## src/rtl/cpu_ctrl_mem_unit.sv

```systemverilog
// Control decode, immediate sign-extension and byte-wide data memory for the 8-bit teaching CPU.
// Optional build macro DMEM_READ_GATE_EN forces ReadData to zero unless the decoded MemRead is set.
module cpu_ctrl_mem_unit #(
  parameter int DEPTH = 32
) (
  input  logic       CLK,
  input  logic       Reset,
  input  logic [1:0] opcode,
  input  logic [1:0] imm,
  input  logic [7:0] Address,
  input  logic [7:0] WriteData,
  output logic [7:0] Control,
  output logic       RegDst,
  output logic       RegWrite,
  output logic       ALUSrc,
  output logic       Branch,
  output logic       MemRead,
  output logic       MemWrite,
  output logic       MemtoReg,
  output logic       ALUOp,
  output logic [7:0] ExtendedValue,
  output logic [7:0] ReadData
);

  localparam int AW = (DEPTH > 1) ? $clog2(DEPTH) : 1;

  logic [7:0]    control_s;
  logic [AW-1:0] index_s;
  logic [7:0]    mem_word_s;
  logic [7:0]    read_data_s;
  logic [7:0]    mem_r [DEPTH];
  logic          unused_s;

  // Opcode decode; unknown opcodes fall to the default and assert nothing
  always_comb begin
    control_s = 8'h00;
    case (opcode)
      2'b00:   control_s = 8'hC1;
      2'b01:   control_s = 8'h6A;
      2'b10:   control_s = 8'h24;
      2'b11:   control_s = 8'h10;
      default: control_s = 8'h00;
    endcase
  end

  assign Control  = control_s;
  assign RegDst   = control_s[7];
  assign RegWrite = control_s[6];
  assign ALUSrc   = control_s[5];
  assign Branch   = control_s[4];
  assign MemRead  = control_s[3];
  assign MemWrite = control_s[2];
  assign MemtoReg = control_s[1];
  assign ALUOp    = control_s[0];

  assign ExtendedValue = {{6{imm[1]}}, imm};

  // Upper address bits are deliberately ignored so the memory aliases modulo DEPTH
  assign index_s    = Address[AW-1:0];
  assign mem_word_s = mem_r[index_s];
  assign unused_s   = ^{Address >> AW, control_s[3]};

  // Memory update: reset loads mem[i]=i and wins over a store on the same edge
  always_ff @(posedge CLK) begin
    if (!Reset) begin
      for (int i = 0; i < DEPTH; i++) begin
        mem_r[i] <= 8'(i);
      end
    end else if (control_s[2]) begin
      mem_r[index_s] <= WriteData;
    end else begin
      mem_r[index_s] <= mem_r[index_s];
    end
  end

  // Asynchronous read path, optionally gated by the decoded MemRead strobe
  always_comb begin
    read_data_s = 8'h00;
`ifdef DMEM_READ_GATE_EN
    if (control_s[3]) begin
      read_data_s = mem_word_s;
    end else begin
      read_data_s = 8'h00;
    end
`else
    read_data_s = mem_word_s;
`endif
  end

  assign ReadData = read_data_s;

endmodule

```

## config.mk

```make
export PLATFORM = sky130hd
export DESIGN_NAME = cpu_ctrl_mem_unit
export DESIGN_NICKNAME = d
export VERILOG_FILES = /design/src/rtl/cpu_ctrl_mem_unit.sv
export SDC_FILE = /design/constraint.sdc
export NUM_CORES = 1
export LEC_CHECK = 0
export BUFFER_PORTS_ARGS = -buffer_cell sky130_fd_sc_hd__buf_2
export CORE_MARGIN = 2
export CORE_UTILIZATION = 60
export DETAILED_ROUTE_END_ITERATION = 12
export GPL_TIMING_DRIVEN = 0
export PLACE_DENSITY = 0.78
export SYNTH_ARGS = -nofsm -noshare
export SYNTH_HDL_FRONTEND = slang
export SYNTH_SLANG_ARGS = --single-unit
```

## constraint.sdc

```tcl
create_clock -name CLK -period 2.7 [get_ports CLK]
set_input_delay 0.54 -clock CLK [delete_from_list [all_inputs] [get_ports CLK]]
set_output_delay 0.54 -clock CLK [all_outputs]
set_load 0.05 [all_outputs]
```

==> results.toml, run 1 <==
[logic_synthesis]
synth.cell_area_mm2 = 0.0124
synth_area_leaders = "edfxtp_1, mux2i_1, nand2_1"
synth_top_area_cell = "edfxtp_1"
ys_ff_latch = 256
syn-instance-count = 972
synth_simple_gate_area_frac = 0.160
synth_compound_area_frac = 0.0495
synth-xor-area-share = 0
synth_warnings = 0
synth_edf_count = 256
yosysUniqueCellTypes = 47
netlist.area_leader.share = 0.621
synth_top_family_by_area = "simple AND/OR/NAND/NOR gates"
synthFlopType = "edfxtp_1"
yosysSeqAreaShare = 0.621
async_flop_share = 0
synth_mux_area_frac = 0.107
synthAdderAreaFrac = 0.00405
syn-num-nets = 998
avgSynthCellArea_um2 = 12.7

[detailed_routing]
firstDrtPassIters = 6
avgViaCountPerCell = 6.56
wl_um = 38200
first_iter_violations = 1450
ant_nets = 0
wl_per_cell_um = 28.2
route.vias.total = 8874
route.detailed.drc = 0

[flow_run]
cap_violations = 0

[timing]
period_share = 1.05
worst_pin_slew_ns = 0.948
setup_viol = 8
hold_viol = 0
final.setup.tns_ns = -0.650
skew_ns = 0.0141
layout_setup_ws_ns = -0.141
relSlewSlack = 0.368
min_period_ns = 2.84
drv_slew = 0
grt_setup_unrepaired = "yes"
fmax_ghz = 0.352
holdWs_ns = 0.607

[placement]
io_buffers = 46
place_hpwl_um = 25000
gp_congestion = 0.979
dp.cells = 1288

[layout]
fin_nets = 1090
fin_cells = 1353
syn_to_final_growth_pct = 20.6
mostFrequentLayoutCells = "edfxtp_1, nor2_1, nand2_1, mux2i_1, nor2_2"
largest_register = "mem_r"
largest_reg_flops = 256
antenna_cells = 0
drive_gt1_frac = 0.334
layout_commonest_cell = "edfxtp_1"
top_regs = "mem_r (256)"

[worst_setup_path]
critPathLaunchType = "input pin"
cp-end-kind = "output pin"
worst-path-buf-inv = 4
path_max_fanout = 10
required_ns = 2.16
cpMaxStageDelayCell = "or4bb_1"
crit_family = "buffers and inverters"
cp.arrival_ns = 2.30
path_class = "input pin to output pin"
max_stage_delay_ns = 0.45
crit_chain = "buf_2 > buf_6 > or4bb_1 > buf_2 > o22ai_2 > nor4_2 > nand2_1 > buf_6"

[cts]
cts_hold_buffers = 0
clockBufferDepth = 3
clk_pin_slew_ns = 0.06
cts_buffers = 26
htreeDepth = 1
clock_sinks = 256
clkLatencyLatePin_ns = 0.53
clockRootBuffer = "clkbuf_16"
cts_tree = "done"

[global_route]
gr-total-overflow = 0
grtUsageTotal = 0.344
grt_pass1_wl_um = 53800
grt_max_degree = 15
antenna_found_initial = 0
grt_pass1_vias = 8586

[power]
power.density_mw_per_mm2 = 637
max-vdd-ir-drop_mv = 0.759
leakage_nw = 5.29

[hold_path]
hp-class = "input pin to register"

[floorplan]
start_util = 0.611
ios = 54
core_area_mm2 = 0.0202
rows = 52
dieArea_mm2 = 0.0218
die_y_um = 148
die_x_um = 148

[run_status]
violations = "negative setup slack"
status = "complete, but fails checks"
[final timing paths]
| path | endpoint | slack, ns | cells after the start | from |
|---|---|---|---|---|
| setup / recovery | ReadData[0] | -0.14 | 8 | Address[4] |
| hold / removal | mem_r[2][1] | 0.61 | 4 | WriteData[1] |
| setup reg to reg | mem_r[25][4] | 0.23 | 7 | mem_r[27][4] |
| hold reg to reg | mem_r[4][2] | 1.15 | 5 | mem_r[21][2] |
[cell families after synthesis]
| kind of cell | Yosys count |
|---|---|
| AND/OR/NAND/NOR | 413 |
| multiplexers | 128 |
| flip-flops | 256 |
| AO/OA/AOI/OAI | 80 |
| adder cells (fa/ha/maj) | 4 |
| buffers and inverters | 91 |
[layer usage]
layer / track usage / up-vias / wire [um]
li1: - / 3694 / -
met4: 0.190 / 0 / 2630
met2: 0.522 / 708 / 17000
met1: 0.462 / 4292 / 13400
met5: 0 / - / 0
met3: 0.0833 / 180 / 5170
[per-stage QoR]
stage,setup WS [ns],area [um^2],utilization,total power [mW]
finish,-0.141,14900,0.737,9.50
global route,-0.123,14900,0.737,9.62
CTS,-0.123,14400,0.709,9.30
detailed placement,-0.825,12900,0.639,5.77
global placement,-0.861,12900,0.639,5.76
floorplan,0.179,12400,-,5.37
[power breakdown]
group	switching [mW]	internal [mW]	leakage (nW)
clock network	1.52	2.01	0.401
registers	0.0438	4.49	2.43
logic	0.951	0.487	2.46
[layout make-up]
class                      instances  area [um^2]
fill                            1235         5320
timing repair buffer              71          524
buffer                            81          887
clock inverter                    16          128
multi-input combinational        625         4650
sequential                       256         7690
tap                              270          338
inverter                           3         11.3
clock buffer                      31          691
[tightest hold or removal path, stage by stage]
cell and delay, ns:
buf_2 0.09, a21oi_1 0.04, a41o_2 0.28, nand3_1 0.09
[cell usage after synthesis, drive strengths merged (2+ instances only)]
cell type  instances
a21oi              8
a22o              14
a41o               8
and2               3
and3               2
buf               72
clkbuf            16
edfxtp           256
ha                 4
inv                3
mux2              32
mux2i             96
nand2            148
nand2b             3
nand3             10
nand4b             3
nand4bb            4
nor2             200
nor2b              4
nor3               5
nor4              16
o22ai             46
o2bb2ai            4
or2                2
or4b               3
[what timing repair did]
action,CTS,global route
cloned,0,2
resized for setup,95,99
setup endpoints to repair,202,24
setup buffers,14,10
pin swaps,12,22
(Power assumes the default switching activity.)
==> run 2: changes to the inputs <==
--- a/config.mk
+++ b/config.mk
@@ -5,9 +5,12 @@
 export SDC_FILE = /design/constraint.sdc
 export NUM_CORES = 1
 export LEC_CHECK = 0
+export ABC_AREA = 1
 export BUFFER_PORTS_ARGS = -buffer_cell sky130_fd_sc_hd__buf_2
+export CAP_MARGIN = 5
 export CORE_MARGIN = 2
 export CORE_UTILIZATION = 60
+export CTS_CLUSTER_DIAMETER = 30
 export DETAILED_ROUTE_END_ITERATION = 12
 export GPL_TIMING_DRIVEN = 0
 export PLACE_DENSITY = 0.78
==> run 2 against run 1 <==
- the run now ends clean
- final area down 0.25%
- sequential power barely moved
- core utilization shrank 2.7 points
- die area up 3.0%
- total power rose by 19%
- clock power up 55%
- critical path depth grew 1
- worst hold slack lost 0.14 ns
- critical path type unchanged
==> results.toml, run 2 <==
[power]
leakage_nw = 6.47
power.density_mw_per_mm2 = 758
max-vdd-ir-drop_mv = 0.603

[detailed_routing]
wl_um = 35800
wl_met3_um = 4570
wl_met1_um = 13000
top_layer = "met4"
route.detailed.drc = 0
route.vias.total = 10273
dr_wl_met2_um = 16500
ant_nets = 0
first_iter_violations = 1132
avgViaCountPerCell = 5.59
firstDrtPassIters = 6
wl_per_cell_um = 19.5

[cts]
clockBufferDepth = 3
cts_hold_buffers = 0
htreeDepth = 2
clkLatencyLatePin_ns = 0.53
cts_setup_buffers = 0
clockRootBuffer = "clkbuf_16"
clock_sinks = 256
cts_tree = "done"
clk_pin_slew_ns = 0.05
cts_buffers = 45

[worst_setup_path]
r2r_end = "mem_r[31][0]"
crit_chain = "buf_2 > clkbuf_1 > nand2_1 > nand2_1 > nand2_1 > nand2_1 > nor2_1 > nand2_1 > buf_2"
required_ns = 2.16
cpMostUsedCell = "nand2_1"
max_stage_delay_ns = 0.48
path_max_fanout = 10
r2r_start = "mem_r[5][0]"
reg2reg_depth = 11
cp-end-kind = "output pin"
critPathLaunchType = "input pin"
path_class = "input pin to output pin"
cp.arrival_ns = 2.11
cpMaxStageDelayCell = "clkbuf_1"
crit_path_end = "ReadData[2]"
regToRegSetupSlack_ns = 0.73
cp-startpoint = "Address[1]"

[layout]
mostFrequentLayoutCells = "nand2_1, edfxtp_1, nor2_1, buf_2, clkbuf_16"
top_regs = "mem_r (256)"
final_core_util = 0.710
fin_nets = 1557
layout_commonest_cell = "nand2_1"
syn_to_final_growth_pct = 16.7
drive_gt1_frac = 0.169
largest_reg_flops = 256
largest_register = "mem_r"
antenna_cells = 0

[timing]
skew_ns = 0.0136
holdWs_ns = 0.471
min_period_ns = 2.65
setup_viol = 0
grt_setup_unrepaired = "yes"
worst_pin_slew_ns = 1.00
drv_slew = 0
hold_viol = 0
period_share = 0.982
fmax_ghz = 0.377
relSlewSlack = 0.334

[logic_synthesis]
syn-num-nets = 1466
ys_ff_latch = 256
synth_warnings = 0
synth_top_area_cell = "edfxtp_1"
synth.cell_area_mm2 = 0.0127
synth_commonest_cells = "nand2_1, edfxtp_1, nor2_1, inv_1, buf_4"
netlist.area_leader.share = 0.603
avgSynthCellArea_um2 = 8.85
synth_area_leaders = "edfxtp_1, nand2_1, nor2_1"
synth_edf_count = 256
synth.most_common_cell = "nand2_1"
yosysSeqAreaShare = 0.603
syn-instance-count = 1440
async_flop_share = 0
synthFlopType = "edfxtp_1"
yosysUniqueCellTypes = 21

[placement]
gp_congestion = 0.993
place_hpwl_um = 25000
io_buffers = 44

[hold_path]
hp-class = "input pin to register"
hold_depth = 4
min-delay-start = "WriteData[1]"

[global_route]
antenna_found_initial = 0
grt_pass1_vias = 9566
grtUsageTotal = 0.328
grt_pass1_wl_um = 53400
gr-total-overflow = 0
grt_max_degree = 13

[floorplan]
core_area_mm2 = 0.0210
ios = 54
rows = 53
start_util = 0.608
dieArea_mm2 = 0.0224
die_y_um = 150
die_x_um = 150

[flow_run]
cap_violations = 0

[run_status]
status = "finished clean"
==> run 2: worst min-delay path by stage <==
stage / end / slack (ns)
3_5_place_dp: mem_r[21][6] / 0.93
2_1_floorplan: mem_r[18][0] / 0.85
5_1_grt: mem_r[21][1] / 0.48
6_report: mem_r[21][1] / 0.47
4_1_cts: mem_r[21][1] / 0.46
3_3_place_gp: mem_r[22][6] / 0.92
==> run 2: cells by family after synthesis <==
logic type / count (synthesis) / synth area share
AND/OR/NAND/NOR: 1042 / 0.328
buffers and inverters: 138 / 0.0655
adder cells (fa/ha/maj): 4 / 0.00393
flip-flops: 256 / 0.603
==> run 2: metal layers <==
layer,up-vias,track usage
met3,126,0.0680
met4,0,0.159
met1,4768,0.441
met2,656,0.513
li1,4723,-
met5,-,0
==> run 2: cell type report <==
cell class	count	area, um^2
flip-flops and latches	256	7690
fillers	1543	6080
multi-input cells	1046	4270
clock buffers	49	1140
plain buffers	89	699
well taps	275	344
clock inverters	31	319
repair buffers	44	235
inverters	49	186
==> run 2: report_power, final <==
group,switching (mW),internal (mW),leakage (nW)
Sequential,0.0442,4.52,2.51
Combinational,0.925,0.324,3.26
Clock,1.93,3.53,0.709
==> run 2: stage by stage <==
step / TNS, ns / cell area [um^2] / std cells / setup WS, ns / power [mW]
after detailed placement: -63.32 / 13300 / 1759 / -0.466 / 5.83
final: 0 / 14900 / 1839 / 0.0488 / 11.3
after CTS: 0 / 14800 / 1839 / 0.00405 / 11.2
after global routing: -0.0661 / 14900 / 1839 / -0.0545 / 11.5
after global placement: -51.99 / 13300 / 1759 / -0.479 / 5.81
after floorplan: 0 / 12700 / 1440 / 0.364 / 5.43
==> run 2: repair_timing <==
| action | 4_1_cts | 5_1_grt |
|---|---|---|
| endpoints found under the setup margin | 8 | 40 |
| gates resized for setup | 5 | 47 |
| pin swaps | 0 | 0 |
| gates cloned | 0 | 0 |
==> run 2: critical path: cells and delay by family <==
family                 cells  cell delay (ns)
AND/OR/NAND/NOR            6             0.64
buffers and inverters      3             0.92
==> run 3: changes to the inputs <==
--- a/config.mk
+++ b/config.mk
@@ -10,6 +10,7 @@
 export CAP_MARGIN = 5
 export CORE_MARGIN = 2
 export CORE_UTILIZATION = 60
+export CTS_BUF_LIST = sky130_fd_sc_hd__clkbuf_4 sky130_fd_sc_hd__clkbuf_8
 export CTS_CLUSTER_DIAMETER = 30
 export DETAILED_ROUTE_END_ITERATION = 12
 export GPL_TIMING_DRIVEN = 0
==> run 3 against run 2 <==
- critical path depth is 4 higher
- core utilization is 2.1 points lower
- cell count is 0.27% higher
- clock power is 28% lower
- global-route usage is 0.35 points lower
- non-clock buffer count is 1 higher
- critical endpoint is now ReadData[5]
==> results.toml, run 3 (same netlist as run 2, synthesis figures left out) <==
[flow_run]
cap_violations = 0

[timing]
final.setup.tns_ns = 0
relSlewSlack = 0.324
holdWs_ns = 0.438
skew_ns = 0.0372
layout_setup_ws_ns = 0.0263
worst_pin_slew_ns = 1.01
fmax_ghz = 0.374
min_period_ns = 2.67
hold_viol = 0
setup_viol = 0
period_share = 0.990
drv_slew = 0

[floorplan]
start_util = 0.608
core_area_mm2 = 0.0210
die_y_um = 150
ios = 54
die_x_um = 150
dieArea_mm2 = 0.0224
rows = 53

[detailed_routing]
firstDrtPassIters = 6
first_iter_violations = 1239
ant_nets = 0
wl_um = 35700
route.detailed.drc = 0
avgViaCountPerCell = 5.52
wl_per_cell_um = 19.4
route.vias.total = 10184

[power]
power.density_mw_per_mm2 = 675
clockPowerShare = 0.404
seqPwrFrac = 0.467
power.switching_mw = 2.65
max-vdd-ir-drop_mv = 0.801
p_int_mw = 7.10
leakage_nw = 6.29
swShare = 0.272
power_frac_comb = 0.129
total_power_mw = 9.75

[worst_setup_path]
cpMostUsedCell = "nand2_1"
cp-end-kind = "output pin"
regToRegSetupSlack_ns = 0.74
cp.arrival_ns = 2.13
critPathLaunchType = "input pin"
crit_chain = "buf_4 > inv_2 > buf_6 > buf_4 > nand2_1 > nand2_1 > nand2_1 > nand2_1 > nand2_1 > nand2_1 > nor2_2 > nand2_1 > clkbuf_4"
required_ns = 2.16
path_max_fanout = 10
cpMaxStageDelayCell = "nor2_2"
path_class = "input pin to output pin"
max_stage_delay_ns = 0.22

[cts]
cts_buffers = 46
clkLatencyLatePin_ns = 0.59
clockBufferDepth = 3
cts_tree = "done"
clock_sinks = 256
clockRootBuffer = "clkbuf_8"
htreeDepth = 2
clk_pin_slew_ns = 0.05

[layout]
antenna_cells = 0
fin_nets = 1559
top_regs = "mem_r (256)"
syn_to_final_growth_pct = 13.3
drive_gt1_frac = 0.174
fillerInstances = 1660
largest_reg_flops = 256
multi_input_area_mm2 = 0.00427
largest_register = "mem_r"
mostFrequentLayoutCells = "nand2_1, edfxtp_1, nor2_1, buf_2, clkbuf_8"
layout_commonest_cell = "nand2_1"
final-seq-area_mm2 = 0.00769

[global_route]
antenna_found_initial = 0
gr-total-overflow = 0
grtUsageTotal = 0.324
grt_max_degree = 13
grt_pass1_vias = 9457
grt_pass1_wl_um = 52700

[placement]
place_ws_ns = -0.466
place_hpwl_um = 25000
gp_congestion = 0.993
io_buffers = 44

[run_status]
status = "finished clean"

[hold_path]
hp-class = "input pin to register"
run 3: changes by cell type in the layout (fill, tap and decap cells not counted), sizes merged:
cell,before,now
buf,106,107
clkbuf,76,83
clkinvlp,4,2
clkinv,17,18
inv,54,52
run 3: layout make-up:
| class | instances | area share |
|---|---|---|
| Buffer | 89 | 0.0483 |
| Clock buffer | 56 | 0.0495 |
| Clock inverter | 28 | 0.0196 |
| Inverter | 49 | 0.0129 |
| Multi-Input combinational cell | 1046 | 0.296 |
| Sequential cell | 256 | 0.532 |
| Tap cell | 275 | 0.0238 |
| Timing Repair Buffer | 45 | 0.0178 |
run 3: timing repair:
action                     4_1_cts  5_1_grt
hold buffers                     0        0
pin swaps                        0        1
setup buffers                    0        1
gates resized for setup          4       52
setup endpoints to repair        8        8
run 3: critical path: cells and delay by family:
family        cells  cell delay (ns)
simple gates      8             0.80
buf+inv           5             0.78
run 3: power by group through the flow:
stage	sequential [mW]	combinational (mW)	clock [mW]
5_1_grt	4.57	1.32	4.09
2_1_floorplan	4.62	0.811	0
3_3_place_gp	4.63	1.18	0
3_5_place_dp	4.64	1.20	0
6_report	4.56	1.25	3.94
4_1_cts	4.56	1.20	3.92
run 3: final timing paths:
kind / cells past startpoint / startpoint / end
hold reg to reg: 8 / mem_r[22][6] / mem_r[21][6]
hold / removal: 4 / WriteData[6] / mem_r[21][6]
setup reg to reg: 11 / mem_r[5][0] / mem_r[31][0]
setup / recovery: 13 / Address[0] / ReadData[5]
run 3: layer usage:
layer	global-route usage	up-vias	part of all wire
li1	-	4722	-
met1	0.445	4733	0.38
met2	0.509	628	0.46
met3	0.0619	101	0.11
met4	0.143	0	0.045
met5	0	-	0
run 3: metrics by stage:
| stage | instances | instance area, um^2 | utilization |
|---|---|---|---|
| 6_report | 1844 | 14400 | 0.689 |
| 5_1_grt | 1844 | 14400 | 0.689 |
| 4_1_cts | 1843 | 14300 | 0.683 |
| 3_5_place_dp | 1759 | 13300 | 0.635 |
| 3_3_place_gp | 1759 | 13300 | 0.635 |
| 2_1_floorplan | 1440 | 12700 | - |
